--- config.mk ---
export PLATFORM = sky130hd
export DESIGN_NAME = vga_timing_gen
export DESIGN_NICKNAME = d
export VERILOG_FILES = /design/src/rtl/vga_timing_pkg.sv /design/src/rtl/timing_axis.sv /design/src/rtl/vga_timing_gen.sv
export SDC_FILE = /design/constraint.sdc
export NUM_CORES = 1
export LEC_CHECK = 0
export BUFFER_PORTS_ARGS = -buffer_cell sky130_fd_sc_hd__buf_2
export CORE_MARGIN = 5
export CORE_UTILIZATION = 56
export CTS_BUF_LIST = sky130_fd_sc_hd__clkbuf_4
export DETAILED_ROUTE_END_ITERATION = 16
export GPL_TIMING_DRIVEN = 0
export PLACE_DENSITY_LB_ADDON = 0.12
export SETUP_SLACK_MARGIN = 0.5
export SLEW_MARGIN = 20
export SYNTH_ARGS = -nofsm -noshare
export SYNTH_HDL_FRONTEND = slang
export SYNTH_SLANG_ARGS = --single-unit
--- constraint.sdc ---
create_clock -name clk -period 4.6 [get_ports clk]
set_input_delay 1.15 -clock clk [delete_from_list [all_inputs] [get_ports clk]]
set_output_delay 1.15 -clock clk [all_outputs]
set_load 0.05 [all_outputs]
--- src/rtl/vga_timing_pkg.sv ---
// Default 640x480@60 raster constants plus derived totals and sync windows.
// Shared by the timing generator and by pixel-stage benches.
package vga_timing_pkg;

    localparam int unsigned PosW = 10;

    localparam int unsigned HDisplay = 640;
    localparam int unsigned HFront   = 16;
    localparam int unsigned HSync    = 96;
    localparam int unsigned HBack    = 48;
    localparam int unsigned VDisplay = 480;
    localparam int unsigned VFront   = 10;
    localparam int unsigned VSync    = 2;
    localparam int unsigned VBack    = 33;

    localparam int unsigned HTotal     = HDisplay + HFront + HSync + HBack;
    localparam int unsigned VTotal     = VDisplay + VFront + VSync + VBack;
    localparam int unsigned HSyncStart = HDisplay + HFront;
    localparam int unsigned HSyncEnd   = HSyncStart + HSync - 1;
    localparam int unsigned VSyncStart = VDisplay + VFront;
    localparam int unsigned VSyncEnd   = VSyncStart + VSync - 1;

    function automatic logic in_window(input logic [PosW-1:0] pos,
                                       input int unsigned first,
                                       input int unsigned last);
        return (pos >= PosW'(first)) && (pos <= PosW'(last));
    endfunction

endpackage

--- src/rtl/timing_axis.sv ---
// One raster axis: wrapping position counter, registered sync pulse and
// next-state active-region decode for the parent to register.
module timing_axis
    import vga_timing_pkg::*;
#(
    parameter int unsigned Display = 640,
    parameter int unsigned Front   = 16,
    parameter int unsigned Sync    = 96,
    parameter int unsigned Back    = 48,
    parameter bit          SyncPol = 1'b0
) (
    input  logic            clk,
    input  logic            reset,
    input  logic            advance_i,
    output logic [PosW-1:0] pos_o,
    output logic            wrap_o,
    output logic            active_next_o,
    output logic            sync_o
);

    localparam int unsigned Total     = Display + Front + Sync + Back;
    localparam int unsigned SyncStart = Display + Front;
    localparam int unsigned SyncEnd   = SyncStart + Sync - 1;

    logic [PosW-1:0] pos_q, pos_d;
    logic            sync_q, sync_d;

    always_comb begin
        wrap_o = advance_i && (pos_q == PosW'(Total - 1));
        pos_d  = pos_q;
        if (wrap_o) begin
            pos_d = '0;
        end else if (advance_i) begin
            pos_d = pos_q + PosW'(1);
        end
        // Decode from next-state so registered outputs line up with pos_q.
        active_next_o = (pos_d < PosW'(Display));
        sync_d        = in_window(pos_d, SyncStart, SyncEnd) ? SyncPol : ~SyncPol;
    end

    always_ff @(posedge clk) begin
        if (reset) begin
            pos_q  <= '0;
            sync_q <= ~SyncPol;
        end else begin
            pos_q  <= pos_d;
            sync_q <= sync_d;
        end
    end

    assign pos_o  = pos_q;
    assign sync_o = sync_q;

endmodule

--- src/rtl/vga_timing_gen.sv ---
// VGA raster timing source: horizontal and vertical axes plus registered
// display_on and single-cycle line/frame start strobes.
module vga_timing_gen
    import vga_timing_pkg::*;
#(
    parameter int unsigned H_DISPLAY  = HDisplay,
    parameter int unsigned H_FRONT    = HFront,
    parameter int unsigned H_SYNC     = HSync,
    parameter int unsigned H_BACK     = HBack,
    parameter int unsigned V_DISPLAY  = VDisplay,
    parameter int unsigned V_FRONT    = VFront,
    parameter int unsigned V_SYNC     = VSync,
    parameter int unsigned V_BACK     = VBack,
    parameter bit          H_SYNC_POL = 1'b0,
    parameter bit          V_SYNC_POL = 1'b0
) (
    input  logic            clk,
    input  logic            reset,
    output logic [PosW-1:0] hpos,
    output logic [PosW-1:0] vpos,
    output logic            hsync,
    output logic            vsync,
    output logic            display_on,
    output logic            line_start,
    output logic            frame_start
);

    logic h_wrap, h_active_next;
    logic v_wrap, v_active_next;

    logic display_on_q, display_on_d;
    logic line_start_q, line_start_d;
    logic frame_start_q, frame_start_d;

    timing_axis #(
        .Display (H_DISPLAY),
        .Front   (H_FRONT),
        .Sync    (H_SYNC),
        .Back    (H_BACK),
        .SyncPol (H_SYNC_POL)
    ) u_h_axis (
        .clk           (clk),
        .reset         (reset),
        .advance_i     (1'b1),
        .pos_o         (hpos),
        .wrap_o        (h_wrap),
        .active_next_o (h_active_next),
        .sync_o        (hsync)
    );

    // Vertical axis steps only when the line wraps, so vsync moves on whole lines.
    timing_axis #(
        .Display (V_DISPLAY),
        .Front   (V_FRONT),
        .Sync    (V_SYNC),
        .Back    (V_BACK),
        .SyncPol (V_SYNC_POL)
    ) u_v_axis (
        .clk           (clk),
        .reset         (reset),
        .advance_i     (h_wrap),
        .pos_o         (vpos),
        .wrap_o        (v_wrap),
        .active_next_o (v_active_next),
        .sync_o        (vsync)
    );

    always_comb begin
        display_on_d  = h_active_next && v_active_next;
        line_start_d  = h_wrap;
        frame_start_d = v_wrap;
    end

    always_ff @(posedge clk) begin
        if (reset) begin
            display_on_q  <= 1'b1;
            line_start_q  <= 1'b1;
            frame_start_q <= 1'b1;
        end else begin
            display_on_q  <= display_on_d;
            line_start_q  <= line_start_d;
            frame_start_q <= frame_start_d;
        end
    end

    assign display_on  = display_on_q;
    assign line_start  = line_start_q;
    assign frame_start = frame_start_q;

endmodule
### After elaboration in Yosys (flattened, before gate mapping)

Index checks and enable logic that the tools add are counted.

| storage, ports and cells | value |
|---|---|
| bits in registers | 25 |
| output and inout bits | 25 |
| input bits | 2 |
| word-level logic and storage cells | 26 |

| operators by class | value |
|---|---|
| reductions and logical operators | 4 |
| equal/unequal tests | 2 |
| order comparisons | 6 |
| multiplexer cells | 5 |
| $add $sub $neg | 2 |

Operator list:

| kind | number |
|---|---|
| 10-bit two-way mux | 3 |
| 10-bit by 1-bit adder with 10-bit output (second input constant) | 2 |
| 10-bit == test (second input constant) | 2 |
| 10-bit >= comparator (second input constant) | 1 |
| 10-bit by 9-bit >= comparator with 1-bit output (second input constant) | 1 |
| 10-bit less-or-equal comparator (second input constant) | 1 |
| 10-bit by 9-bit less-or-equal comparator with 1-bit output (second input constant) | 1 |
| 10-bit less-than comparator (second input constant) | 1 |
| 10-bit by 9-bit less-than comparator with 1-bit output (second input constant) | 1 |
| 1-bit logical AND | 4 |
| 1-bit two-way mux | 2 |

### Depth between registers and ports, before layout

Gate-level depths: netlist of run 1.

| logic depth | value |
|---|---|
| depth after elaboration | 6 |
| gate-level depth with buffers | 7 |
| depth with buffers taken out | 7 |

### Cells and area by module

Synthesis of run 1 repeated with hierarchy kept, for this count alone.

| unflattened totals | value |
|---|---|
| cell total of the unflattened synthesis | 145 |
| area total of the unflattened synthesis | 1320.0 um^2 |

Modules (own cells, without submodules):

| module | cells an instance | instances | area an instance (um^2) | seq. area each (um^2) |
|---|---|---|---|---|
| timing_axis at u_v_axis | 71 | 1 | 639.4 | 220.2 |
| timing_axis at u_h_axis | 67 | 1 | 595.6 | 220.2 |
| vga_timing_gen | 7 | 1 | 85.1 | 60.1 |

### Worst setup path before layout of run 1

Ideal clock, no wire load.

| timing | value |
|---|---|
| path kind | register to register |
| start point | reg u_h_axis.pos_q[0] (netlist: u_h_axis.pos_o[0]) |
| end point | reg display_on_q (netlist: display_on) |
| library setup time | 0.079 ns |
| cell stages (with the launch flop) | 7 |
| arrival time | 2.173 ns |
| clock period less this slack | 2.253 ns |
| path buffers | 0 |
| path slack | 2.347 ns |
| cell sequence | dfxtp_1 -> ha_1 -> nand4_1 -> nor4_4 -> nand4b_1 -> a32o_1 -> a211oi_2 |

| between the ends | value |
|---|---|
| cells in the longest elaborated chain, start to end | 5 |

RTL lines:

| what | RTL line | text |
|---|---|---|
| from (decl) | timing_axis.sv:25 | `logic [PosW-1:0] pos_q, pos_d;` |
| from (signal assigned) | timing_axis.sv:46 | `pos_q <= pos_d;` |
| branches (longest 4 deep; another with 10-bit by 1-bit adder with 10-bit output) | -- |  |
| 1-bit logical AND * | vga_timing_gen.sv:69 | `display_on_d = h_active_next && v_active_next;` |
| to (signal assigned) | vga_timing_gen.sv:80 | `display_on_q <= display_on_d;` |
| to (decl) | vga_timing_gen.sv:31 | `logic display_on_q, display_on_d;` |

Every way passes the cells marked *.
A chain may end at the register's enable or synchronous reset.

### Final worst setup path of run 1

| timing | value |
|---|---|
| start point | reg u_v_axis.pos_q[3] (netlist: u_v_axis.pos_o[3]) |
| end point | out vpos[3] |

RTL lines:

| what | RTL line | text |
|---|---|---|
| from (decl) | timing_axis.sv:25 |  |
| from (signal assigned) | timing_axis.sv:46 |  |
| to (decl) | vga_timing_gen.sv:20 | `output logic [PosW-1:0] vpos,` |

No word-level cell between the ends.

==> results.md, run 1 <==
- Core Region: between 0.002 and 0.0025 mm^2
- PnR Total Power: 0.000346 W
- Slew Limit Fails: 0
- Asr flop ratio synth: 0
- Die area: approximately 0.0034 mm^2
- WL per Instance: around 14 um
- First-pass GRT wire length: about 4.9 mm
- Final Hold Viols: 0
- Sink Count: 25
- Root Driver: clkbuf_4
- Leak: roughly 0.58 nW
- Diode count: 0
- WP buf/inv: 1
- Status: complete, no violations
- Reg-to-Reg End: display_on
- GP Congestion: a little over 0.8
- Largest stage delay, worst path: roughly 520 ps
- Max-Cap Viols: 0
- Nets@finish: about 190
- Largest net degree at the start of global routing: 16
- Overflow after GRT: 0
- Worst setup path startpoint: u_v_axis.pos_o[3]
- Area leader, netlist: dfxtp_1
- Htree depth: 1
- CP Cell Sequence: buf_2
- Arrival time at the worst endpoint: roughly 1200 ps
- Final Cycle Share: 0.502
- HP Class: reg2reg
- Remaining routing DRC violations: 0
- Crit path max-delay cell type: dfxtp_1
- GR Util All Layers: 0.180
- DP Wirelength: about 2.1 mm
- CTS Hold Bufs: 0
- Post-synthesis cell count: 151
- WL final: between 2 and 3 mm
- Hold path cells: 1
- Routed vias/inst: 5.81
- DR iter-0 viols: 64
- Post-Synthesis Cell Area: approximately 0.0013 mm^2
- I/O Buffers: 26
- Initial core utilization: 0.586
- Final antenna-violating net count: 0
- R2R cell count: 6
- Vias in the first global route: 1195
- Seq/Total Area, Yosys: 0.386
- Critical Path Start Type: register
- Peak VDD IR: approximately 0.19 mV
- Synth Flop Type: dfxtp_1
- CTS tree: built
- Post-route cell area: ~0.0015 mm^2
- Most frequent cell after synthesis: dfxtp_1
- # setup viols final: 0
- Worst EP required: roughly 3500 ps
- Clock skew: 14.5 ps
- Post-synth top cells: dfxtp_1 (25), nor2_1 (18), nand2_1 (15)
- Io pins: 27
- Critical R2R Launch: u_h_axis.pos_o[0]
- # rows: 17
- Placed insts: 205
- Start point of the worst hold path: u_h_axis.pos_o[0]
- RSZ-0062 raised after global routing: false
- Max Freq: 0.433 GHz
- Post-Syn Nets: 157
- Post-CTS Resized: 0
- Netlist cell types: 42
- Layout Cells excl Fill: ~210
- R2R Setup Slk: between 2000 and 3000 ps
- Die Span X: 58.1 um
- Antenna violations before repair: 0
- Post-layout min period: 2310 ps
- Syn Area/Cell: ~8.6 um^2
- CTS Buf Count: 3
- PwrDens: between 200 and 250 mW/mm^2
- Iteration count of the initial detailed-routing pass: 4
- Post-synth top area share: 0.386
- Synth warn: 0
- Layout overhead on the synthesized area: 15.1%
- Share of post-route cells with drive strength above 1: 0.221
- Worst Path Max Fanout: 10
- Post-synth EDFFs: 0
- Min-Delay Endpoint: u_h_axis.pos_o[0]
- Register clock-pin slew on the reported worst setup and hold paths: between 100 and 150 ps
- Total setup buffers inserted after CTS: 0
- Cell Area, Placed: roughly 0.0015 mm^2
- Synthesized flop and latch total: 25
- Final core occ: 0.674
- Slew @ Worst Pin: about 530 ps
- Clock Tree Buf Depth: 2
- Crit path capture type: output port
- Slew HR: 0.646
- CP delay by family, top: flip-flops
- Via count: 1215
- Most area-consuming cells after synthesis: dfxtp_1 (39%), nor2_1 (5.2%), xor2_1 (4.7%)
- Crit path kind: reg2out
- Worst skew pair latency: roughly 330 ps
- Die height: roughly 58 um
- Setup TNS: 0 ps
-- through the flow --
step,hold WS [ps],worst slack [ps]
floorplan,676,2350
global placement,468,2390
detailed placement,492,2400
CTS,522,2270
global route,544,2210
finish,511,2290
-- cells by family after synthesis --
logic type / Yosys count / share of synthesized area
buf+inv: 12 / 0.0425
simple gates: 74 / 0.317
fa+ha+maj: 4 / 0.0386
flops: 25 / 0.386
xor+xnor: 13 / 0.0878
compound gates: 23 / 0.128
-- power by group --
part           switching (W)   total, W  internal [W]
sequential        0.00000341   0.000223      0.000220
clock              0.0000668   0.000100     0.0000333
combinational      0.0000181  0.0000230    0.00000494
total              0.0000883   0.000346      0.000258
-- state kept, by name, summed over array words and instances, names as in the netlist --
register and cells:
u_h_axis.sync_o 1, frame_start 1, u_v_axis.sync_o 1, u_h_axis.pos_o 10, u_v_axis.pos_o 10, line_start 1, display_on 1
-- area by class of cell --
class	count	area (um^2)
buffer	4	25.0
clock buffer	3	22.5
clock inverter	1	7.51
fill	195	721
inverter	8	30.0
multi-input combinational	114	741
sequential	25	500
tap	28	35.0
timing repair buffer	26	130
-- how the worst max path moves through the flow --
stage / slack [ps] / to / cells past startpoint
2_1_floorplan: 2350 / display_on / 6
3_3_place_gp: 2390 / display_on / 6
3_5_place_dp: 2400 / display_on / 6
4_1_cts: 2270 / vpos[3] / 1
5_1_grt: 2210 / vpos[3] / 1
6_report: 2290 / vpos[3] / 1
-- cells in the final DEF, fill, tap and decap left out, drive strengths merged, types with 2 or more instances in the layout --
| cell | count |
|---|---|
| buf | 29 |
| dfxtp | 25 |
| nor2 | 18 |
| nand2 | 15 |
| nand3 | 9 |
| nand4 | 9 |
| inv | 8 |
| a21oi | 7 |
| xor2 | 7 |
| xnor2 | 6 |
| ha | 4 |
| o21ai | 4 |
| nor3 | 4 |
| clkbuf | 4 |
| and4 | 3 |
| and3 | 3 |
| nand3b | 2 |
| o211ai | 2 |
| o31ai | 2 |
-- routing by layer --
layer	vias up	wire, um	track usage
met2	34	1380	0.311
li1	600	-	-
met1	576	1280	0.217
met4	0	42	0.0795
met3	5	136	0.0334
met5	-	0	0
Power figures use the tool's default switching activity.
==> inputs of run 2 (changes only) <==
- CORE_UTILIZATION: 56 -> 50
- clock period: 4.6 -> 2 ns (I/O delays scaled with it)
==> run 2 against run 1 <==
Compared with the run above:
- core utilization up 13 points
- worst hold slack got worse by 91 ps
- via count is 11% higher
- clock-buffer cell count is the same
- sequential power grew 130%
- register-to-register slack lost 2300 ps
- flip-flop and latch count stayed put
- sequential share of layout area shrank 5.9 points
- routed wire length grew 31%
- total power is 130% higher
- final cell count up 12%
- clock power up 120%
==> results.md, run 2 (same netlist as run 1, synthesis figures left out) <==
- Via count: about 1300
- WP buf/inv: 1
- GR Util All Layers: 0.199
- PnR Total Power: between 0.0008 and 0.0009 W
- Metal3 WL: 184 um
- Setup TNS: 0 ps
- Status: complete, no violations
- Max Freq: 0.559 GHz
- Clock skew: about 2.8 ps
- Worst skew pair latency: about 310 ps
- CTS Buf Count: 3
- Critical Path Start Type: register
- Top layer in use: met4
- RSZ-0062 raised after global routing: true
- Final Hold Viols: 0
- Routed vias/inst: 5.73
- Crit path kind: reg2reg
- Met2 WL post-DR: 1.94 mm
- # setup viols final: 0
- Most common cell after layout, fill and taps aside: buf_4
- Peak VDD IR: around 0.33 mV
- Slew Limit Fails: 0
- Crit path capture type: register
- Die area: around 0.0037 mm^2
- PwrDens: 404 mW/mm^2
- CTS tree: built
- WL final: roughly 3.7 mm
- Sw frac: 0.255
- Die Span X: 60.9 um
- Diode count: 0
- Clock Tree Buf Depth: 2
- DP Wirelength: 2.18 mm
- HP Class: in2reg
- Crit path max-delay cell type: dfxtp_4
- First-pass GRT wire length: around 5.6 mm
- Layout overhead on the synthesized area: 54.2%
- Worst Path Max Fanout: 6
- Register clock-pin slew on the reported worst setup and hold paths: approximately 130 ps
- Layout Cells excl Fill: approximately 240
- Die height: between 60 and 70 um
- Initial core utilization: 0.523
- Combinational Power Share: 0.102
- Pint: around 0.00060 W
- Slew @ Worst Pin: about 450 ps
- Largest stage delay, worst path: 420 ps
- CP Cell Sequence: ha_4 -> and3_1 -> clkbuf_2 -> and4_1 -> o21ai_0 -> a221oi_2 -> nand4_1
- DR iter-0 viols: 86
- Nets@finish: roughly 210
- Arrival time at the worst endpoint: about 2000 ps
- Net switching power: between 0.0002 and 0.00025 W
- WL per Instance: between 15 and 20 um
- # rows: 18
- Share of post-route cells with drive strength above 1: 0.537
- Placed insts: just over 200
- Sequential power share: 0.624
- Root Driver: clkbuf_4
- Antenna violations before repair: 0
- CTS Hold Bufs: 0
- Htree depth: 1
- Max-Cap Viols: 0
- Overflow after GRT: 0
- Vias in the first global route: approximately 1300
- Most frequent cells in the layout: buf_4 (31), nor2_1 (15), nand2_1 (13)
- Leak: a little under 0.8 nW
- Iteration count of the initial detailed-routing pass: 4
- Io pins: 27
- Clock network power share: 0.275
- Sink Count: 25
- Largest net degree at the start of global routing: 15
- Final Cycle Share: 0.894
- CP delay by family, top: simple AND/OR/NAND/NOR gates
- Slew HR: 0.697
- Post-layout min period: 1790 ps
- Worst EP required: roughly 2200 ps
- GP Congestion: 0.854
- Post-route met1 wirelength: ~1.5 mm
- Final antenna-violating net count: 0
- I/O Buffers: 26
- Remaining routing DRC violations: 0
- Core Region: about 0.0025 mm^2
-- run 2: changes by cell type in the layout (fill, tap and decap cells not counted), sizes merged --
| cell | previous run | this run |
|---|---|---|
| buf | 29 | 52 |
| clkbuf | 4 | 5 |
| clkinv | 0 | 1 |
| clkinvlp | 1 | 0 |
-- run 2: worst reg2reg max path: stages (launching register included) --
cell and delay, ps:
dfxtp_4 420, ha_4 190, and3_1 160, clkbuf_2 190
and4_1 200, o21ai_0 110, a221oi_2 260, nand4_1 140
-- run 2: repair_timing --
action / CTS / global route
setup buffers: 20 / 4
endpoints found under the setup margin: 29 / 27
gates resized for setup: 39 / 36
pin swaps: 9 / 7
-- run 2: cell type report --
| type | instances | area [um^2] |
|---|---|---|
| flip-flops and latches | 25 | 553 |
| clock buffers | 3 | 22.5 |
| plain buffers | 4 | 35.0 |
| well taps | 30 | 37.5 |
| fillers | 158 | 479 |
| inverters | 8 | 35.0 |
| clock inverters | 1 | 5.00 |
| multi-input cells | 114 | 915 |
| repair buffers | 50 | 395 |
-- run 2: worst paths after layout --
path                     startpoint                 to  slack [ps]  depth (start not counted)
setup reg to reg  u_v_axis.pos_o[1]    u_v_axis.sync_o         210                          7
hold reg to reg   u_h_axis.pos_o[9]  u_h_axis.pos_o[9]         550                          2
setup / recovery  u_v_axis.pos_o[1]    u_v_axis.sync_o         210                          7
hold / removal                reset  u_h_axis.pos_o[1]         420                          2
-- run 2: layer usage --
metal  global-route usage  up-vias
met1                0.235      642
met4               0.0743        0
met2                0.360       52
li1                     -      645
met3               0.0277        8
met5                    0        -
-- run 2: power by group through the flow --
stage	registers, W	logic [W]	clock network, W
floorplan	0.000544	0.0000152	0
global placement	0.000519	0.0000545	0
detailed placement	0.000519	0.0000553	0
CTS	0.000506	0.0000700	0.000234
global route	0.000506	0.0000873	0.000262
finish	0.000504	0.0000821	0.000222
-- run 2: through the flow --
stage,cell area [um^2],hold WS [ps],setup slack [ps],utilization
6_report,2000,420,212,0.807
5_1_grt,2000,396,174,0.807
4_1_cts,1860,418,269,0.750
3_5_place_dp,1540,454,10.6,0.622
3_3_place_gp,1540,448,48.8,0.622
2_1_floorplan,1370,535,124,-
==> inputs of run 3 (changes only) <==
- CORE_MARGIN: 5 -> 2
==> run 3 against run 2 <==
Compared with the run above:
- die area is 19% lower
- setup slack worse by 52 ps
- via count is 5.0% higher
- largest power group unchanged
- worst hold slack worse by 11 ps
- register-to-register slack worse by 50 ps
- critical path type unchanged
==> results.md, run 3 (same netlist as run 1, synthesis figures left out) <==
- Setup TNS: 0 ps
- Final Hold Viols: 0
- Largest net degree at the start of global routing: 15
- First-pass GRT wire length: between 5 and 6 mm
- Remaining routing DRC violations: 0
- Largest stage delay, worst path: around 370 ps
- Slew HR: 0.652
- Diode count: 0
- Nets@finish: around 220
- Htree depth: 1
- DP Wirelength: about 2.1 mm
- GP Congestion: about 0.84
- Slew Limit Fails: 0
- CP Cell Sequence: buf_6 -> or2_4 -> nor4_4 -> buf_4 -> a31o_4 -> and2_4 -> nand4_1
- Clock Tree Buf Depth: 2
- Initial core utilization: 0.523
- Die height: 54.9 um
- Core Region: 0.00248 mm^2
- Crit path depth: 7
- Overflow after GRT: 0
- Final Cycle Share: 0.920
- # rows: 18
- Worst setup path startpoint: u_h_axis.pos_o[5]
- RSZ-0062 raised after global routing: true
- Die area: ~0.0030 mm^2
- Root Driver: clkbuf_4
- DR iter-0 viols: 28
- Critical R2R Launch: u_h_axis.pos_o[5]
- Multi-input logic area: 931 um^2
- Leak: approximately 0.8 nW
- Vias in the first global route: 1210
- Share of post-route cells with drive strength above 1: 0.567
- Worst Path Max Fanout: 10
- Peak VDD IR: 0.398 mV
- R2R cell count: 7
- Critical Path Start Type: register
- WP buf/inv: 2
- R2R Setup Slk: ~160 ps
- PnR worst setup slack: between 150 and 200 ps
- Worst skew pair latency: ~320 ps
- Post-layout min period: around 1800 ps
- Seq. cell area: around 550 um^2
- Sink Count: 25
- PwrDens: approximately 400 mW/mm^2
- CP delay by family, top: simple AND/OR/NAND/NOR gates
- Iteration count of the initial detailed-routing pass: 4
- Reg-to-Reg End: u_v_axis.sync_o
- Die Span X: approximately 55 um
- Max Freq: about 0.54 GHz
- Critical Path End: u_v_axis.sync_o
- Clock skew: approximately 1.8 ps
- Most frequent cells in the layout: buf_4 (36), nor2_1 (15), nand2_1 (12)
- Crit path max-delay cell type: dfxtp_4
- Crit path kind: reg2reg
- Crit path capture type: register
- Layout overhead on the synthesized area: 57.8%
- CTS Buf Count: 3
- Status: complete, no violations
- CTS tree: built
- Most common cell after layout, fill and taps aside: buf_4
- Worst EP required: 2200 ps
- Slew @ Worst Pin: a little over 500 ps
- Arrival time at the worst endpoint: 2040 ps
- Max-Cap Viols: 0
- HP Class: in2reg
- I/O Buffers: 26
- Hold path cells: 2
- Io pins: 27
- Antenna violations before repair: 0
- WL per Instance: around 16 um
- Routed vias/inst: 5.89
- CTS Hold Bufs: 0
- Via count: ~1400
- GR Util All Layers: 0.245
- Final antenna-violating net count: 0
- WL final: ~4 mm
- # setup viols final: 0
- Pre-CTS setup slack: 3.56 ps
- Register clock-pin slew on the reported worst setup and hold paths: ~140 ps
- Fillers: 150
-- run 3: cell types whose count changed in the layout (fill, tap and decap cells not counted), sizes merged --
cell    previous run  this run
buf               52        58
clkbuf             5         4
-- run 3: final cells by class --
type                    instances  share of cell area
plain buffers                   4              0.0183
clock buffers                   3              0.0110
clock inverters                 1             0.00245
inverters                       8              0.0171
multi-input cells             114               0.455
flip-flops and latches         25               0.269
well taps                      30              0.0183
repair buffers                 55               0.209
-- run 3: worst reg2reg max path, stage by stage, from the launching register on --
cell and delay (ps):
dfxtp_4 370, buf_6 130, or2_4 270, nor4_4 340
buf_4 200, a31o_4 160, and2_4 140, nand4_1 120
-- run 3: worst min path at each step --
stage	startpoint	end	slack (ps)
global route	reset	u_v_axis.pos_o[1]	400
CTS	reset	u_h_axis.pos_o[1]	410
floorplan	u_h_axis.pos_o[0]	u_h_axis.pos_o[0]	530
detailed placement	u_h_axis.pos_o[0]	u_h_axis.pos_o[0]	460
finish	reset	u_h_axis.pos_o[1]	410
global placement	u_h_axis.pos_o[0]	u_h_axis.pos_o[0]	450
-- run 3: layer usage --
metal / wire length, um / track usage
met5: 0 / 0
met4: 95 / 0.110
met3: 208 / 0.0323
met2: 2060 / 0.456
met1: 1530 / 0.274
-- run 3: report_power, final --
group / internal [W] / total (W) / switching [W]
logic: 0.0000299 / 0.0000791 / 0.0000492
clock network: 0.0000750 / 0.000235 / 0.000160
registers: 0.000495 / 0.000504 / 0.00000925
-- run 3: per-stage QoR --
step	hold slack (ps)	std cells	power, W	area (um^2)	util
after floorplan	535	151	0.000559	1370	-
after global placement	447	207	0.000573	1540	0.622
after detailed placement	461	207	0.000574	1540	0.622
after CTS	414	231	0.000808	1880	0.760
after global routing	405	240	0.000846	2050	0.826
final	409	240	0.000818	2050	0.826
-- run 3: repair_timing --
item,in CTS,in global routing
resized for setup,45,35
setup buffers,20,9
pin swaps,11,12
setup endpoints to repair,28,24
